`config.mk`:
```
export PLATFORM = sky130hd
export DESIGN_NAME = cell_pos_reader_flat
export DESIGN_NICKNAME = d
export VERILOG_FILES = /design/src/rtl/cell_pos_reader_if.sv /design/src/rtl/cell_pos_reader.sv /design/src/flat_wrapper.sv
export SDC_FILE = /design/constraint.sdc
export NUM_CORES = 1
export LEC_CHECK = 0
export CORE_ASPECT_RATIO = 1.75
export CORE_MARGIN = 2
export CORE_UTILIZATION = 45
export CTS_BUF_LIST = sky130_fd_sc_hd__clkbuf_8
export DETAILED_ROUTE_END_ITERATION = 7
export PLACE_DENSITY = 0.64
export SLEW_MARGIN = 30
export SYNTH_ARGS = -nofsm -noshare
export SYNTH_HDL_FRONTEND = slang
export SYNTH_SLANG_ARGS = --single-unit
```
`constraint.sdc`:
```
create_clock -name clk -period 5 [get_ports clk]
set_input_delay 1.25 -clock clk [delete_from_list [all_inputs] [get_ports clk]]
set_output_delay 1.25 -clock clk [all_outputs]
set_load 0.05 [all_outputs]
```
`src/rtl/cell_pos_reader_if.sv`:
```
// Control, memory-port and particle-stream signals shared between the cell
// position reader (master) and its memory/consumer side (slave).
interface cell_pos_reader_if #(
    parameter int DATA_WIDTH = 96,
    parameter int ADDR_WIDTH = 8
);
    logic                  start;
    logic                  busy;
    logic                  done;
    logic [ADDR_WIDTH-1:0] particle_count;
    logic [ADDR_WIDTH-1:0] mem_addr;
    logic                  mem_rden;
    logic                  mem_wren;
    logic [DATA_WIDTH-1:0] mem_q;
    logic [DATA_WIDTH-1:0] out_pos;
    logic [ADDR_WIDTH-1:0] out_pid;
    logic                  out_valid;
    logic                  out_last;
    logic                  out_ready;

    modport master (
        input  start, mem_q, out_ready,
        output busy, done, particle_count, mem_addr, mem_rden, mem_wren,
               out_pos, out_pid, out_valid, out_last
    );

    modport slave (
        output start, mem_q, out_ready,
        input  busy, done, particle_count, mem_addr, mem_rden, mem_wren,
               out_pos, out_pid, out_valid, out_last
    );
endinterface

```
`src/rtl/cell_pos_reader.sv`:
```
// Reads the particle count from address 0 of a cell position memory, then
// streams every particle word out through a small credit-controlled FIFO.
module cell_pos_reader #(
    parameter int DATA_WIDTH   = 96,
    parameter int PARTICLE_NUM = 220,
    parameter int ADDR_WIDTH   = 8,
    parameter int FIFO_DEPTH   = 4
) (
    input  logic               clk,
    input  logic               rst,
    cell_pos_reader_if.master  bus
);
    localparam int PTR_W = (FIFO_DEPTH > 1) ? $clog2(FIFO_DEPTH) : 1;
    localparam int CNT_W = $clog2(FIFO_DEPTH + 1);
    localparam int SUM_W = CNT_W + 2;
    localparam logic [ADDR_WIDTH-1:0] MAX_PID = ADDR_WIDTH'(PARTICLE_NUM - 1);

    typedef enum logic [2:0] {IDLE, CNT_REQ, CNT_WAIT, STREAM, DRAIN, FINISH} state_t;

    state_t                state_reg;
    logic                  busy_reg, done_reg, mem_rden_reg;
    logic [ADDR_WIDTH-1:0] mem_addr_reg, next_addr_reg, particle_count_reg;

    // Return tracker: each read is tagged with its address and lands two cycles later.
    logic                  ret0_valid_reg, ret1_valid_reg;
    logic [ADDR_WIDTH-1:0] ret0_tag_reg, ret1_tag_reg;

    logic [PTR_W-1:0]      wr_ptr_reg, rd_ptr_reg;
    logic [CNT_W-1:0]      fifo_count_reg;
    logic [DATA_WIDTH-1:0] entry_pos [FIFO_DEPTH];
    logic [ADDR_WIDTH-1:0] entry_pid [FIFO_DEPTH];

    logic                  fifo_push, fifo_pop, out_valid, out_last, credit_ok;
    logic [SUM_W-1:0]      credit_sum;
    logic [ADDR_WIDTH-1:0] count_raw, count_clamped;

    function automatic logic [PTR_W-1:0] ptr_inc(input logic [PTR_W-1:0] p);
        return (p == PTR_W'(FIFO_DEPTH - 1)) ? '0 : p + PTR_W'(1);
    endfunction

    assign count_raw     = bus.mem_q[ADDR_WIDTH-1:0];
    assign count_clamped = (count_raw > MAX_PID) ? MAX_PID : count_raw;

    assign fifo_push = ret1_valid_reg && (ret1_tag_reg != '0);
    assign out_valid = (fifo_count_reg != '0);
    assign out_last  = out_valid && (entry_pid[rd_ptr_reg] == particle_count_reg);
    assign fifo_pop  = out_valid && bus.out_ready;

    // Everything already committed (FIFO after this edge plus reads still in
    // the pipe) must leave room for one more read, so the FIFO cannot overflow.
    always_comb begin
        credit_sum = SUM_W'(fifo_count_reg) + SUM_W'(fifo_push) + SUM_W'(mem_rden_reg)
                   + SUM_W'(ret0_valid_reg) - SUM_W'(fifo_pop);
        credit_ok  = (credit_sum < SUM_W'(FIFO_DEPTH));
    end

    always_ff @(posedge clk) begin
        if (rst) begin
            ret0_valid_reg <= 1'b0;
            ret1_valid_reg <= 1'b0;
            ret0_tag_reg   <= '0;
            ret1_tag_reg   <= '0;
        end else begin
            ret0_valid_reg <= mem_rden_reg;
            ret0_tag_reg   <= mem_addr_reg;
            ret1_valid_reg <= ret0_valid_reg;
            ret1_tag_reg   <= ret0_tag_reg;
        end
    end

    genvar gi;
    generate
        for (gi = 0; gi < FIFO_DEPTH; gi++) begin : g_entry
            logic [DATA_WIDTH-1:0] pos_reg;
            logic [ADDR_WIDTH-1:0] pid_reg;
            always_ff @(posedge clk) begin
                if (rst) begin
                    pos_reg <= '0;
                    pid_reg <= '0;
                end else if (fifo_push && (wr_ptr_reg == PTR_W'(gi))) begin
                    pos_reg <= bus.mem_q;
                    pid_reg <= ret1_tag_reg;
                end
            end
            assign entry_pos[gi] = pos_reg;
            assign entry_pid[gi] = pid_reg;
        end
    endgenerate

    always_ff @(posedge clk) begin
        if (rst) begin
            wr_ptr_reg     <= '0;
            rd_ptr_reg     <= '0;
            fifo_count_reg <= '0;
        end else begin
            if (fifo_push) wr_ptr_reg <= ptr_inc(wr_ptr_reg);
            if (fifo_pop)  rd_ptr_reg <= ptr_inc(rd_ptr_reg);
            case ({fifo_push, fifo_pop})
                2'b10:   fifo_count_reg <= fifo_count_reg + CNT_W'(1);
                2'b01:   fifo_count_reg <= fifo_count_reg - CNT_W'(1);
                default: fifo_count_reg <= fifo_count_reg;
            endcase
        end
    end

    always_ff @(posedge clk) begin
        if (rst) begin
            state_reg          <= IDLE;
            busy_reg           <= 1'b0;
            done_reg           <= 1'b0;
            mem_rden_reg       <= 1'b0;
            mem_addr_reg       <= '0;
            next_addr_reg      <= '0;
            particle_count_reg <= '0;
        end else begin
            done_reg     <= 1'b0;
            mem_rden_reg <= 1'b0;
            case (state_reg)
                IDLE: if (bus.start) begin
                    state_reg          <= CNT_REQ;
                    busy_reg           <= 1'b1;
                    mem_rden_reg       <= 1'b1;
                    mem_addr_reg       <= '0;
                    particle_count_reg <= '0;
                end
                CNT_REQ: state_reg <= CNT_WAIT;
                CNT_WAIT: if (ret1_valid_reg) begin
                    particle_count_reg <= count_clamped;
                    if (count_clamped == '0) begin
                        state_reg <= FINISH;
                        done_reg  <= 1'b1;
                        busy_reg  <= 1'b0;
                    end else begin
                        mem_rden_reg  <= 1'b1;
                        mem_addr_reg  <= ADDR_WIDTH'(1);
                        next_addr_reg <= ADDR_WIDTH'(2);
                        state_reg     <= (count_clamped == ADDR_WIDTH'(1)) ? DRAIN : STREAM;
                    end
                end
                STREAM: if (credit_ok) begin
                    mem_rden_reg  <= 1'b1;
                    mem_addr_reg  <= next_addr_reg;
                    next_addr_reg <= next_addr_reg + ADDR_WIDTH'(1);
                    if (next_addr_reg == particle_count_reg) state_reg <= DRAIN;
                end
                // Beats leave in address order, so accepting the last one empties everything.
                DRAIN: if (fifo_pop && out_last && !mem_rden_reg && !ret0_valid_reg && !ret1_valid_reg) begin
                    state_reg <= FINISH;
                    done_reg  <= 1'b1;
                    busy_reg  <= 1'b0;
                end
                FINISH:  state_reg <= IDLE;
                default: state_reg <= IDLE;
            endcase
        end
    end

    assign bus.busy           = busy_reg;
    assign bus.done           = done_reg;
    assign bus.particle_count = particle_count_reg;
    assign bus.mem_addr       = mem_addr_reg;
    assign bus.mem_rden       = mem_rden_reg;
    assign bus.mem_wren       = 1'b0;
    assign bus.out_pos        = entry_pos[rd_ptr_reg];
    assign bus.out_pid        = entry_pid[rd_ptr_reg];
    assign bus.out_valid      = out_valid;
    assign bus.out_last       = out_last;
endmodule

```
`src/flat_wrapper.sv`:
```
// flat-port wrapper written by rule: the top's interface ports become plain ports
module cell_pos_reader_flat 
#(
    parameter int DATA_WIDTH   = 96,
    parameter int PARTICLE_NUM = 220,
    parameter int ADDR_WIDTH   = 8,
    parameter int FIFO_DEPTH   = 4
)
  (clk, rst, bus_start, bus_mem_q, bus_out_ready, bus_busy, bus_done, bus_particle_count, bus_mem_addr, bus_mem_rden, bus_mem_wren, bus_out_pos, bus_out_pid, bus_out_valid, bus_out_last);
  cell_pos_reader_if #(.DATA_WIDTH(DATA_WIDTH), .ADDR_WIDTH(ADDR_WIDTH)) bus_i ();
  input  logic clk;
  input  logic rst;
  input wire logic [$bits(bus_i.start)-1:0] bus_start;
  input wire logic [$bits(bus_i.mem_q)-1:0] bus_mem_q;
  input wire logic [$bits(bus_i.out_ready)-1:0] bus_out_ready;
  output wire logic [$bits(bus_i.busy)-1:0] bus_busy;
  output wire logic [$bits(bus_i.done)-1:0] bus_done;
  output wire logic [$bits(bus_i.particle_count)-1:0] bus_particle_count;
  output wire logic [$bits(bus_i.mem_addr)-1:0] bus_mem_addr;
  output wire logic [$bits(bus_i.mem_rden)-1:0] bus_mem_rden;
  output wire logic [$bits(bus_i.mem_wren)-1:0] bus_mem_wren;
  output wire logic [$bits(bus_i.out_pos)-1:0] bus_out_pos;
  output wire logic [$bits(bus_i.out_pid)-1:0] bus_out_pid;
  output wire logic [$bits(bus_i.out_valid)-1:0] bus_out_valid;
  output wire logic [$bits(bus_i.out_last)-1:0] bus_out_last;
  assign bus_i.start = bus_start;
  assign bus_i.mem_q = bus_mem_q;
  assign bus_i.out_ready = bus_out_ready;
  assign bus_busy = bus_i.busy;
  assign bus_done = bus_i.done;
  assign bus_particle_count = bus_i.particle_count;
  assign bus_mem_addr = bus_i.mem_addr;
  assign bus_mem_rden = bus_i.mem_rden;
  assign bus_mem_wren = bus_i.mem_wren;
  assign bus_out_pos = bus_i.out_pos;
  assign bus_out_pid = bus_i.out_pid;
  assign bus_out_valid = bus_i.out_valid;
  assign bus_out_last = bus_i.out_last;
  cell_pos_reader #(.DATA_WIDTH(DATA_WIDTH), .PARTICLE_NUM(PARTICLE_NUM), .ADDR_WIDTH(ADDR_WIDTH), .FIFO_DEPTH(FIFO_DEPTH)) u_core (.clk(clk), .rst(rst), .bus(bus_i));
endmodule
```
# After elaboration in Yosys (flattened, before gate mapping)
# Index checks and enable logic that the tools add are counted.
# W data, S select, Z words.
# word_totals
inputBits	100
reg_bits	471
word_cells	127
out_inout_bits	126
# op_classes
n_mux	43
order_cmp	3
n_reduce_logical	29
bitwise	1
n_eq_ne	20
addsub	9
# ops
operator	count
$bmux W96 S2	1
$mux W96	2
$mux W8	11
$pmux W8 S2	2
$pmux W8 S3	1
$mux W3	7
$bmux W8 S2	1
$eq A8 B8 Y1	2
$pmux W3 S5	1
$reduce_and A5 Y1	3
$logic_and A1 B1 Y1	11
$mux W1	11
$add A5 B1 Y5	2
$ne A2 B1 Y1 const B	5
$reduce_bool A3 Y1	3
$add A8 B1 Y8 const B	1
$eq A2 B2 Y1 const B	4
$eq A8 B1 Y1 const B	1
$gt A8 B8 Y1 const B	1
$logic_not A8 Y1	1
$reduce_bool A8 Y1	1
$eq A3 B2 Y1 const B	2
$pmux W1 S3	2
$pmux W3 S2	1
20 further kinds	28

# Logic depth before layout (Yosys ltp)
# logic_depth
word_depth	12
ltp_mapped	16
ltp_nobuf	14

# Least setup slack after synthesis
# OpenSTA, ideal clock, no wires.
# synth_path
path_type	input -> register
from	input port bus_out_ready
to	register u_core.next_addr_reg[7]
arrival_ns	3.641
cell_stages	12
n_path_buf	0
setup_time_ns	0.070
path_slack_ns	1.290
required_time_ns	4.930
cell_sequence	nand2_1 inv_1 ha_1 inv_1 ha_1 a21o_1 a2111oi_0 nor3_1 a2bb2oi_2 a31oi_2 or4_1 a21oi_1
# synth_via
elab_chain_len	5
# synth_lines
element	line_no	rtl
start, declared	flat_wrapper.sv:15	input wire logic [$bits(bus_i.out_ready)-1:0] bus_out_ready;
$logic_and A1 B1 Y1	cell_pos_reader.sv:47	assign fifo_pop = out_valid && bus.out_ready;
named net u_core.fifo_pop	cell_pos_reader.sv:33	logic fifo_push, fifo_pop, out_valid, out_last, credit_ok;
$sub A5 B1 Y5	cell_pos_reader.sv:53	+ SUM_W'(ret0_valid_reg) - SUM_W'(fifo_pop);
$lt A5 B3 Y1	cell_pos_reader.sv:54	credit_ok = (credit_sum < SUM_W'(FIFO_DEPTH));
$ne A2 B1 Y1 (no source line)	-	
$reduce_and A4 Y1 (no source line)	-	
end signal, assigned	cell_pos_reader.sv:143	next_addr_reg <= next_addr_reg + ADDR_WIDTH'(1);
end, declared	cell_pos_reader.sv:22	logic [ADDR_WIDTH-1:0] mem_addr_reg, next_addr_reg, particle_count_reg;
# The timed path passes the listed nets, and every way through them passes these cells.
# A chain may end at the register's enable or synchronous reset.

# Worst setup path after layout
# layout_path
from	register u_core.rd_ptr_reg[0]
to	output port bus_out_last
# layout_via
elab_chain_len	6
# layout_lines
element	line_no	rtl
start, declared	cell_pos_reader.sv:28	logic [PTR_W-1:0] wr_ptr_reg, rd_ptr_reg;
start signal, assigned	cell_pos_reader.sv:97	if (fifo_pop) rd_ptr_reg <= ptr_inc(rd_ptr_reg);
$not A2 Y3 (not written as such)	cell_pos_reader.sv:46	assign out_last = out_valid && (entry_pid[rd_ptr_reg] == particle_count_reg);
$bmux W8 S2	cell_pos_reader.sv:46	
$mux W8 (not written as such) (2 in a row)	cell_pos_reader.sv:46	
$eq A8 B8 Y1	cell_pos_reader.sv:46	
$logic_and A1 B1 Y1	cell_pos_reader.sv:46	
end, declared	flat_wrapper.sv:25	output wire logic [$bits(bus_i.out_last)-1:0] bus_out_last;
# No other way between the ends. The select of a mux whose other input is x is not followed.

==> impl_metrics.yaml <==
critical_path:
  crit_path_cell_trace: "mux4_2 -> xnor2_1 -> nand4_1 -> nor4_1 -> and2_1 -> dlymetal6s2s_1"
  path_buf_inv: 1
  worst_path_largest_cell_delay_ps: 580
  worstPathRequired_ps: 3750
  end_kind: "primary output"
  crit_type: "reg -> out"
  worstPathMaxFanout: 17
  crit_slowest_cell: "mux4_2"
  start_kind: "flip-flop"
  cp.arrival_ps: 3200
  cp_top_family: "simple AND/OR/NAND/NOR gates"
  r2r_slack_ps: 990
final_layout:
  layout_common_cells: "nand2_1, dfxtp_1, a21oi_1, clkdlybuf4s50_1, mux4_2"
  layout_commonest_cell: "nand2_1"
  largest_reg_flops: 384
  final-seq-area_sq_um: 9440
  multiInputGateArea_sq_um: 9080
  final_net_count: 2512
  area_delta_synth_final_pct: 20.4
  design_area_sq_um: 23200
  fillCellCount: 3884
  drive_above_1_share_pct: 9.88
  final_cells: 3005
sta:
  final.setup.tns_ps: 0
  finalCritPeriodShare_pct: 89.1
  fin_worst_skew_ps: 36.8
  maxSlewViolCount: 0
  maxSlewHeadroom_pct: 38.5
  fin_crit_ps: 4450
  final_hold_viol_count: 0
  setup_viol: 0
  tightest_slew_ps: 922
  holdWs_ps: 435
  rsz0062_at_grt: "false"
  clock.fmax_ghz: 0.225
yosys:
  synthXorXnorAreaFrac_pct: 1.03
  synth_top_family_by_area: "simple AND/OR/NAND/NOR gates"
  synth_nets: 2366
  synth_area_sq_um: 19200
  ys_top_cells_by_area: "dfxtp_1, nand2_1, mux4_2"
  syn_inst: 2251
  synth_mux_area_share_pct: 12.2
  ys_seq_elements: 471
  synthFlopType: "dfxtp_1"
  yosys.area_share.adder_pct: 1.01
  syn_avg_cell_area_sq_um: 8.54
  synth-compound-area-share_pct: 13.1
  synth-edff-count: 0
  yosysUniqueCellTypes: 49
  synth-simple-area-share_pct: 19.7
  ys_seq_area_share_pct: 49.0
  yosys_warnings: 0
  async_reset_ff_share_pct: 0
  synth_top_area_cell: "dfxtp_1"
  netlist.area_leader.share_pct: 49.0
route:
  drt_iter0_markers: 1025
  drc_errors: 0
  routed_wl_microns: 55000
  antenna_left: 0
  vias: 16300
  wl_per_cell_microns: 18.3
  dr.pass1.iters: 5
  vias_per_cell: 5.42
floorplan:
  die_x_microns: 160
  die-area_sq_um: 44500
  die_y_microns: 277
  core_area_sq_um: 42400
  start_util_pct: 45.3
  rows: 100
  io_pins: 226
clock_tree:
  root_buffer: "clkbuf_8"
  h-tree-depth: 3
  postCtsSetupBuffers: 0
  path_clk_slew_ps: 60
  clk-insertion-delay-late_ps: 640
  postCtsHoldBufs: 0
  clockBufferDepth: 3
  cts_tree: "done"
  cts_made_buffers: 70
  clkSinkCount: 471
pwr:
  p_leak_nw: 7.52
  ir_drop_uv: 242
  power_density_nw_per_um2: 307
global_routing:
  gr-total-overflow: 0
  grt_pass1_wl_microns: 87500
  grt_start_max_net_pins: 129
  track_usage_pct: 24.6
  grt_pass1_vias: 16500
  antenna_found_initial: 4
placement:
  placed_area_sq_um: 21800
  place_hpwl_microns: 32800
  dp.cells: 2886
  portBuffers: 224
  gp_congestion: 0.836
run_status:
  status: "finished, final reports clean"
hold_path:
  hp-class: "reg -> reg"
job:
  drv_cap: 0
-- report_power, final --
group | internal [W] | switching (W) | leakage (nW)
clock network | 0.00160 | 0.00148 | 0.767
logic | 0.000107 | 0.000157 | 2.95
registers | 0.00376 | 0.0000150 | 3.79
-- repair_timing --
action                     CTS  global route
setup endpoints to repair    0             1
gates resized for setup      0             1
hold endpoints to repair     0             0
-- cells in the mapped netlist (7+ instances only) --
library cell / number
mux4_2: 104
dfxtp_1: 471
nand3_1: 7
buf_1: 24
nand2_1: 851
inv_1: 24
clkbuf_1: 144
nand2b_1: 10
nor3_1: 8
nor2_1: 28
o21ai_0: 12
nor2b_1: 13
ha_1: 14
xnor2_1: 16
o2bb2ai_1: 7
or3_1: 7
buf_2: 7
and2_1: 9
a21oi_1: 441
-- worst paths after layout --
check	startpoint	to	cells after the start
min	u_core.ret0_tag_reg[5]	u_core.ret1_tag_reg[5]	1
min reg2reg	u_core.ret0_tag_reg[5]	u_core.ret1_tag_reg[5]	1
max	u_core.rd_ptr_reg[0]	bus_out_last	6
max reg2reg	u_core.ret1_tag_reg[3]	u_core.next_addr_reg[7]	14
-- final cells by class --
type                       instances  area share [%]
clock buffer                      82            4.87
timing repair buffer             250            10.8
inverter                          24           0.389
multi-input combinational       1580            39.2
sequential                       471            40.7
tap                              561            3.03
antenna                            4          0.0432
clock inverter                    33           0.924
-- metrics by stage --
step / util, % / power [W] / setup slack (ps)
final: 54.6 / 0.00711 / 547
after global routing: 54.6 / 0.00736 / 341
after CTS: 54.6 / 0.00719 / 75.5
after detailed placement: 51.4 / 0.00412 / 424
after global placement: 51.4 / 0.00412 / 449
after floorplan: - / 0.00397 / 1290
-- cell families after synthesis --
kind of cell / after synthesis
xor gates and xnor gates: 21
other: 1
DFF: 471
adders and majority gates: 15
and+or+nand+nor: 956
muxes: 104
AOI/OAI and AO/OA: 483
buffers and inverters: 200
-- per-layer routing --
layer / GRT usage [%] / routed length (microns) / share of wire (%) / vias up
met3: 5.08 / 3370 / 6.1 / 98
met4: 10.0 / 1790 / 3.2 / 0
li1: - / - / - / 7838
met2: 45.2 / 28900 / 52 / 470
met1: 27.5 / 21000 / 38 / 7882
met5: 0 / 0 / 0 / -
Power figures use the tool's default switching activity.
